### src/rtl/ser_pkg.sv
`default_nettype none
// ============================================================================
//  Module      : ser_pkg
//  Description : Shared types and constants for the serial transmitter.
//  Revision    : 1.0  - initial release
// ============================================================================
package ser_pkg;

  // Frame sequencer states
  typedef enum logic [2:0] {
    IDLE   = 3'd0,
    START  = 3'd1,
    DATA   = 3'd2,
    PARITY = 3'd3,
    STOP   = 3'd4
  } ser_state_t;

  // Line levels for the idle/stop condition and the start bit
  localparam logic IDLE_LEVEL  = 1'b1;
  localparam logic START_LEVEL = 1'b0;

  // Bits needed for a down-counter covering n distinct values (0..n-1), minimum 1
  function automatic int cnt_width(input int n);
    return (n > 1) ? $clog2(n) : 1;
  endfunction

endpackage
`default_nettype wire

### src/rtl/ser_tx_baud.sv
`default_nettype none
// ============================================================================
//  Module      : ser_tx_baud
//  Description : Bit-period timer. Reloads DIV-1 on restart and counts down
//                to zero, where it holds; tick marks the last cycle of a period.
//  Revision    : 1.0  - initial release
// ============================================================================
module ser_tx_baud
  import ser_pkg::*;
#(
  parameter int DIV = 4
) (
  input  logic c,
  input  logic rstn,
  input  logic restart,
  output logic tick
);

  localparam int            CW         = cnt_width(DIV);
  localparam logic [CW-1:0] PERIOD_MAX = CW'(DIV - 1);

  logic [CW-1:0] cnt_q;
  logic [CW-1:0] cnt_d;

  // Next count: reload on restart, otherwise count down and saturate at zero
  always_comb begin
    cnt_d = cnt_q;
    if (restart) begin
      cnt_d = PERIOD_MAX;
    end else if (cnt_q != '0) begin
      cnt_d = cnt_q - CW'(1);
    end
  end

  // Period counter register
  always_ff @(posedge c or negedge rstn) begin
    if (!rstn) begin
      cnt_q <= '0;
    end else begin
      cnt_q <= cnt_d;
    end
  end

  // With DIV=1 the counter is pinned at zero, so every cycle ends a period
  assign tick = (cnt_q == '0);

endmodule
`default_nettype wire

### src/rtl/ser_tx_logic.sv
`default_nettype none
// ============================================================================
//  Module      : ser_tx_logic
//  Description : Parallel-in, serial-out frame transmitter:
//                start bit, WIDTH data bits LSB-first, optional even parity,
//                stop bit. Every state lasts DIV clock cycles.
//  Revision    : 1.0  - initial release
// ============================================================================
module ser_tx_logic
  import ser_pkg::*;
#(
  parameter int WIDTH     = 8,
  parameter int DIV       = 4,
  parameter int PARITY_EN = 1
) (
  input  logic             c,
  input  logic             rstn,
  input  logic [WIDTH-1:0] din,
  input  logic             valid,
  output logic             ready,
  output logic             sdo,
  output logic             busy,
  output logic             done
);

  // tmrg default triplicate

  localparam int            BW      = cnt_width(WIDTH);
  localparam logic [BW-1:0] BIT_MAX = BW'(WIDTH - 1);

  ser_state_t       state_q,  state_d;
  logic [WIDTH-1:0] shreg_q,  shreg_d;
  logic [BW-1:0]    bitcnt_q, bitcnt_d;
  logic             par_q,    par_d;
  logic             sdo_q,    sdo_d;
  logic             ready_q,  ready_d;
  logic             busy_q,   busy_d;
  logic             done_q,   done_d;

  logic             restart;
  logic             tick;
  logic [WIDTH-1:0] shreg_shift;

  assign shreg_shift = shreg_q >> 1;

  ser_tx_baud #(
    .DIV (DIV)
  ) u_baud (
    .c       (c),
    .rstn    (rstn),
    .restart (restart),
    .tick    (tick)
  );

  // Next-state logic; sdo is computed for the upcoming state so the line is registered
  always_comb begin
    state_d  = state_q;
    shreg_d  = shreg_q;
    bitcnt_d = bitcnt_q;
    par_d    = par_q;
    sdo_d    = sdo_q;
    done_d   = 1'b0;
    restart  = 1'b0;

    case (state_q)
      IDLE: begin
        sdo_d = IDLE_LEVEL;
        if (valid) begin
          state_d  = START;
          shreg_d  = din;
          bitcnt_d = BIT_MAX;
          par_d    = ^din;
          sdo_d    = START_LEVEL;
          restart  = 1'b1;
        end
      end

      START: begin
        if (tick) begin
          state_d = DATA;
          sdo_d   = shreg_q[0];
          restart = 1'b1;
        end
      end

      DATA: begin
        if (tick) begin
          restart = 1'b1;
          if (bitcnt_q == '0) begin
            if (PARITY_EN != 0) begin
              state_d = PARITY;
              sdo_d   = par_q;
            end else begin
              state_d = STOP;
              sdo_d   = IDLE_LEVEL;
            end
          end else begin
            shreg_d  = shreg_shift;
            bitcnt_d = bitcnt_q - BW'(1);
            sdo_d    = shreg_shift[0];
          end
        end
      end

      PARITY: begin
        if (tick) begin
          state_d = STOP;
          sdo_d   = IDLE_LEVEL;
          restart = 1'b1;
        end
      end

      STOP: begin
        if (tick) begin
          state_d = IDLE;
          sdo_d   = IDLE_LEVEL;
          done_d  = 1'b1;
          restart = 1'b1;
        end
      end

      default: begin
        state_d = IDLE;
        sdo_d   = IDLE_LEVEL;
      end
    endcase

    ready_d = (state_d == IDLE);
    busy_d  = ~ready_d;
  end

  // State and output registers; reset aborts any frame without a done pulse
  always_ff @(posedge c or negedge rstn) begin
    if (!rstn) begin
      state_q  <= IDLE;
      shreg_q  <= '0;
      bitcnt_q <= '0;
      par_q    <= 1'b0;
      sdo_q    <= IDLE_LEVEL;
      ready_q  <= 1'b1;
      busy_q   <= 1'b0;
      done_q   <= 1'b0;
    end else begin
      state_q  <= state_d;
      shreg_q  <= shreg_d;
      bitcnt_q <= bitcnt_d;
      par_q    <= par_d;
      sdo_q    <= sdo_d;
      ready_q  <= ready_d;
      busy_q   <= busy_d;
      done_q   <= done_d;
    end
  end

  assign ready = ready_q;
  assign sdo   = sdo_q;
  assign busy  = busy_q;
  assign done  = done_q;

endmodule
`default_nettype wire

### config.mk
export PLATFORM = sky130hd
export DESIGN_NAME = ser_tx_logic
export DESIGN_NICKNAME = d
export VERILOG_FILES = /design/src/rtl/ser_pkg.sv /design/src/rtl/ser_tx_baud.sv /design/src/rtl/ser_tx_logic.sv
export SDC_FILE = /design/constraint.sdc
export NUM_CORES = 1
export LEC_CHECK = 0
export CAP_MARGIN = 15
export CORE_MARGIN = 5
export CORE_UTILIZATION = 50
export DETAILED_ROUTE_END_ITERATION = 8
export DONT_BUFFER_PORTS = 1
export GPL_TIMING_DRIVEN = 0
export SETUP_SLACK_MARGIN = 0.3
export SLEW_MARGIN = 20
export SYNTH_ARGS = -nofsm -noshare
export SYNTH_HDL_FRONTEND = slang
export SYNTH_HIERARCHICAL = 1
export SYNTH_SLANG_ARGS = --single-unit
export TNS_END_PERCENT = 5
### constraint.sdc
create_clock -name c -period 4.5 [get_ports c]
set_clock_uncertainty 0.05 [all_clocks]
set_input_delay 0.9 -clock c [delete_from_list [all_inputs] [get_ports c]]
set_output_delay 0.9 -clock c [all_outputs]
set_load 0.01 [all_outputs]
Word level (Yosys, flattened, before mapping). Cells that the tools add are included.

Add/sub/neg operators: 2. Equality and inequality tests: 9. Mux-type cells: 27. Bitwise operators: 1. Reductions and logical operators: 13.

Operators with widths (number): $mux W3 (9); $mux W8 (3); $pmux W8 S2 (1); $pmux W3 S5 (1); $logic_not A3 Y1 (3); $mux W1 (8); $ne A2 B2 Y1 const B (4); $reduce_xor A8 Y1 (1); $eq A3 B2 Y1 const B (2); $pmux W3 S2 (1); $reduce_bool A2 Y1 (3); $mux W2 (2); $pmux W1 S4 (1); $reduce_and A4 Y1 (1); $reduce_or A4 Y1 (1); $eq A3 B1 Y1 const B (1); $eq A3 B3 Y1 const B (1); $reduce_and A3 Y1 (1); $sub A3 B1 Y3 const B (1); $logic_not A2 Y1 (1); $ne A2 B1 Y1 const B (1); $pmux W1 S2 (1); $reduce_and A2 Y1 (1); $reduce_or A2 Y1 (1); 2 further kinds (2).

Bits in registers: 21. Input bits: 11. Word-level logic and storage cells: 61.

Depth between registers and ports, before layout.
Word-level depth: 6. Gate-level depth with buffers: 7. Mapped depth without buffers: 6.

Cells and area by module. Netlist, hierarchy kept.

By module, submodules not included: ser_tx_logic (instances 1, cells an instance 100, area an instance 998.5 um2, sequential area each 478.0 um2); ser_tx_baud (instances 1, cells an instance 9, area an instance 97.6 um2, sequential area each 50.0 um2).

Worst setup path after synthesis. No wires, ideal clock.

Path type: input port to flip-flop. Start: input port valid. End: register bitcnt_q[0]. Arrival time: 1.749 ns. Required time: 4.331 ns. Path slack: 2.583 ns. Stages: 5. Cell sequence: mux2i_1 -> a2111oi_2 -> buf_4 -> nand3_1 -> o21a_1.

Cells in the longest elaborated chain, start to end: 2.

Ends and longest elaborated chain: from (decl) (line ser_tx_logic.sv:19) `input logic valid,`; $ne A2 B2 Y1 (no line); $reduce_and A4 Y1 (no line); to (signal assigned) (line ser_tx_logic.sv:146) `bitcnt_q <= bitcnt_d;`; to (decl) (line ser_tx_logic.sv:33) `logic [BW-1:0] bitcnt_q, bitcnt_d;`.

No other way between the ends. A chain may end at the register's enable or synchronous reset.

Worst setup path after layout.
Start: register u_baud.cnt_q[0]. End: register bitcnt_q[2].

Cells in the longest elaborated chain, start to end: 3.

Ends and longest elaborated chain: from (decl) (line ser_tx_baud.sv:22) `logic [CW-1:0] cnt_q;`; from (signal assigned) (line ser_tx_baud.sv:40) `cnt_q <= cnt_d;`; $logic_not A2 Y1 (line ser_tx_baud.sv:45) `assign tick = (cnt_q == '0);`; named net tick (line ser_tx_logic.sv:41) `logic tick;`; $ne A2 B2 Y1 (no line); $reduce_and A4 Y1 (no line).

The timed path passes the listed nets, and every way through them passes these cells.

==> results.py <==
metrics = {
    "status": {
        "status": "finished, final reports clean",
    },
    "logic_synthesis": {
        "ys_top_cells_by_count": "19 x dfrtp_1, 10 x nor2_1, 8 x inv_1, 8 x mux2i_1",
        "synth_top_cell_area_share": 0.434,
        "synth_edf_count": 0,
        "avgSynthCellArea_um2": 10.1,
        "synth.yosys.seq_area_share": 0.482,
        "synth_top_family_by_area": "compound AO/OA/AOI/OAI gates",
        "syn-cell-area_mm2": 0.00110,
        "synth_fp_nets": 123,
        "synth_mux_area_frac": 0.0731,
        "synth-simple-area-share": 0.142,
        "synth_flop_cell": "dfrtp_1",
        "synthArstFlopShare": 1.00,
        "synth_area_leaders": "dfrtp_1 43%, mux2i_1 7.3%, xnor2_1 5.6%",
        "syn-instance-count": 109,
        "synth.distinct_cells": 31,
        "yosys.cell_count.top_type": "dfrtp_1",
        "synth.ff_latch_count": 21,
        "yosys.area.top_type": "dfrtp_1",
        "synth_compound_gate_area_share": 0.142,
        "synth_xor_area_frac": 0.0719,
        "synth_adder_area_share": 0.0342,
        "yosys_warnings": 6,
    },
    "pwr": {
        "p_leak_nw": 0.501,
        "total_power_uw": 765,
        "peakVddDrop_mv": 0.310,
        "power_per_cell_area_mw_per_mm2": 660,
    },
    "timing": {
        "maxSlewViolCount": 0,
        "hold-worst-slack_ps": 219,
        "fin_crit_sh": 0.458,
        "relSlewSlack": 0.748,
        "min_period_ps": 2060,
        "fin_tns_setup_ps": 0,
        "finalHoldViolCount": 0,
        "tightestPinTransition_ps": 379,
        "rsz0062_at_grt": "no",
        "fmax_mhz": 486,
        "finalSetupViolCount": 0,
    },
    "grt": {
        "first_global_vias": 818,
        "antenna_found_initial": 0,
        "gr-usage-all-layers": 0.146,
        "grt_pass1_wl_mm": 3.65,
        "grt_overflow_total": 0,
        "grt_max_degree": 22,
    },
    "placement": {
        "gp_congestion": 0.799,
        "io_buffers": 0,
        "dp_hpwl_mm": 1.51,
    },
    "job": {
        "maxCapViolCount": 0,
    },
    "min_path": {
        "hold_class": "input port to async pin",
    },
    "final_layout": {
        "fillers": 203,
        "fin_util": 0.539,
        "fin_nets": 128,
        "area_delta_synth_final_pct": 5.71,
        "diodes": 0,
        "drive_gt1_frac": 0.106,
    },
    "clock_network": {
        "cts_buffer_depth": 2,
        "cts_setup_buffers": 0,
        "cts_resized": 0,
        "htreeDepth": 1,
        "cts_buffers": 3,
        "cts-hold-fix-buffers": 0,
        "root_buffer": "clkbuf_4",
        "cts_sinks": 21,
        "tritoncts": "built",
        "clk_latency_ps": 300,
        "clk_pin_slew_ps": 120,
    },
    "die": {
        "die_w_um": 56.8,
        "dieHeight_um": 56.8,
        "start_util": 0.510,
        "ios": 15,
        "core_mm2": 0.00215,
        "fp.dieArea_mm2": 0.00323,
        "num_rows": 17,
    },
    "setup_path": {
        "reg2reg_from": "u_baud/cnt_q[0]",
        "path_max_fanout": 11,
        "cp.arrival_ps": 2240,
        "critical_path_class": "flip-flop to flip-flop",
        "r2r_end": "bitcnt_q[2]",
        "r2r_cells": 7,
        "cp-end-kind": "flip-flop",
        "reg2reg_slack_ps": 2440,
        "worstSetupStartpointType": "flip-flop",
        "crit_required_ps": 4690,
    },
    "route": {
        "drc": 0,
        "finalWirelength_mm": 2.03,
        "wl_per_cell_um": 14.4,
        "vias": 805,
        "ant_nets": 0,
        "via_per_inst": 5.71,
        "dr.pass1.iters": 4,
        "dr.first_iter.drc_count": 9,
    },
}
## power breakdown
part	internal, mW	leakage (nW)	total [mW]	switching [mW]
registers	0.279	0.235	0.334	0.0544
clock network	0.0332	0.0177	0.0917	0.0585
logic	0.151	0.248	0.339	0.188
## sequential cells by signal, indices dropped and copies added, names as in the netlist
name / flops
state_q: 3
busy: 1
ready: 1
par_q: 1
u_baud/cnt_q: 2
shreg_q: 8
bitcnt_q: 3
sdo: 1
done: 1
## cell type report
type | instances | area (um2) | area share
well taps | 28 | 35.0 | 0.0302
flip-flops and latches | 21 | 528 | 0.456
plain buffers | 6 | 31.3 | 0.0270
inverters | 8 | 30.0 | 0.0259
clock inverters | 1 | 5.00 | 0.00432
multi-input cells | 74 | 507 | 0.437
clock buffers | 3 | 22.5 | 0.0194
## worst max path at each step
stage               startpoint          end  slack [ps]  cells after the start
3_3_place_gp             valid  bitcnt_q[0]        2470                      5
5_1_grt        u_baud/cnt_q[0]  bitcnt_q[2]        2230                      7
3_5_place_dp   u_baud/cnt_q[1]   shreg_q[0]        2470                      7
4_1_cts        u_baud/cnt_q[0]  bitcnt_q[2]        2420                      7
2_1_floorplan            valid  bitcnt_q[0]        2580                      5
6_report       u_baud/cnt_q[0]  bitcnt_q[2]        2440                      7
## worst max-delay path, cell delays in order, from the launching register on
cell       delay [ps]
dfrtp_1           410
inv_1              60
ha_1              380
mux2i_1           190
a2111oi_2         430
buf_4             240
a21oi_1            80
o21ai_1           150
## cell usage in the layout (no fill, tap or decap), drive strengths merged
master	Yosys	routed
a2111oi	1	1
a211o	1	1
a21oi	7	7
a31oi	1	1
and3	2	2
buf	5	5
clkbuf	1	4
clkinv	0	1
dfrtp	19	19
dfstp	2	2
ha	3	3
inv	8	8
mux2i	8	8
nand2	4	4
nand2b	3	3
nand3	5	5
nand3b	1	1
nor2	10	10
nor2b	2	2
nor3	2	2
nor3b	1	1
nor4b	1	1
o21a	2	2
o21ai	6	6
o311ai	1	1
o31ai	1	1
o32a	2	2
o32ai	1	1
xnor2	7	7
xor2	2	2
## through the flow
stage                     area (um2)  setup WS [ps]  cells
after floorplan                 1100           2580    109
after global placement          1130           2470    137
after detailed placement        1130           2470    137
after CTS                       1160           2420    141
after global routing            1160           2230    141
final                           1160           2440    141
## layer usage
layer  global-route usage  part of all wire  vias up
met5                    0                 0        -
met4               0.0728             0.029        0
met3               0.0368             0.054        6
met2                0.228              0.49       24
met1                0.186              0.43      389
li1                     -                 -      386
## kinds of logic after synthesis
| kind of cell | count (synthesis) |
|---|---|
| buf+inv | 14 |
| flops | 21 |
| mux | 8 |
| simple gates | 31 |
| xor+xnor | 9 |
| compound gates | 23 |
| fa+ha+maj | 3 |
No activity file was read; power rests on OpenSTA's default activity.
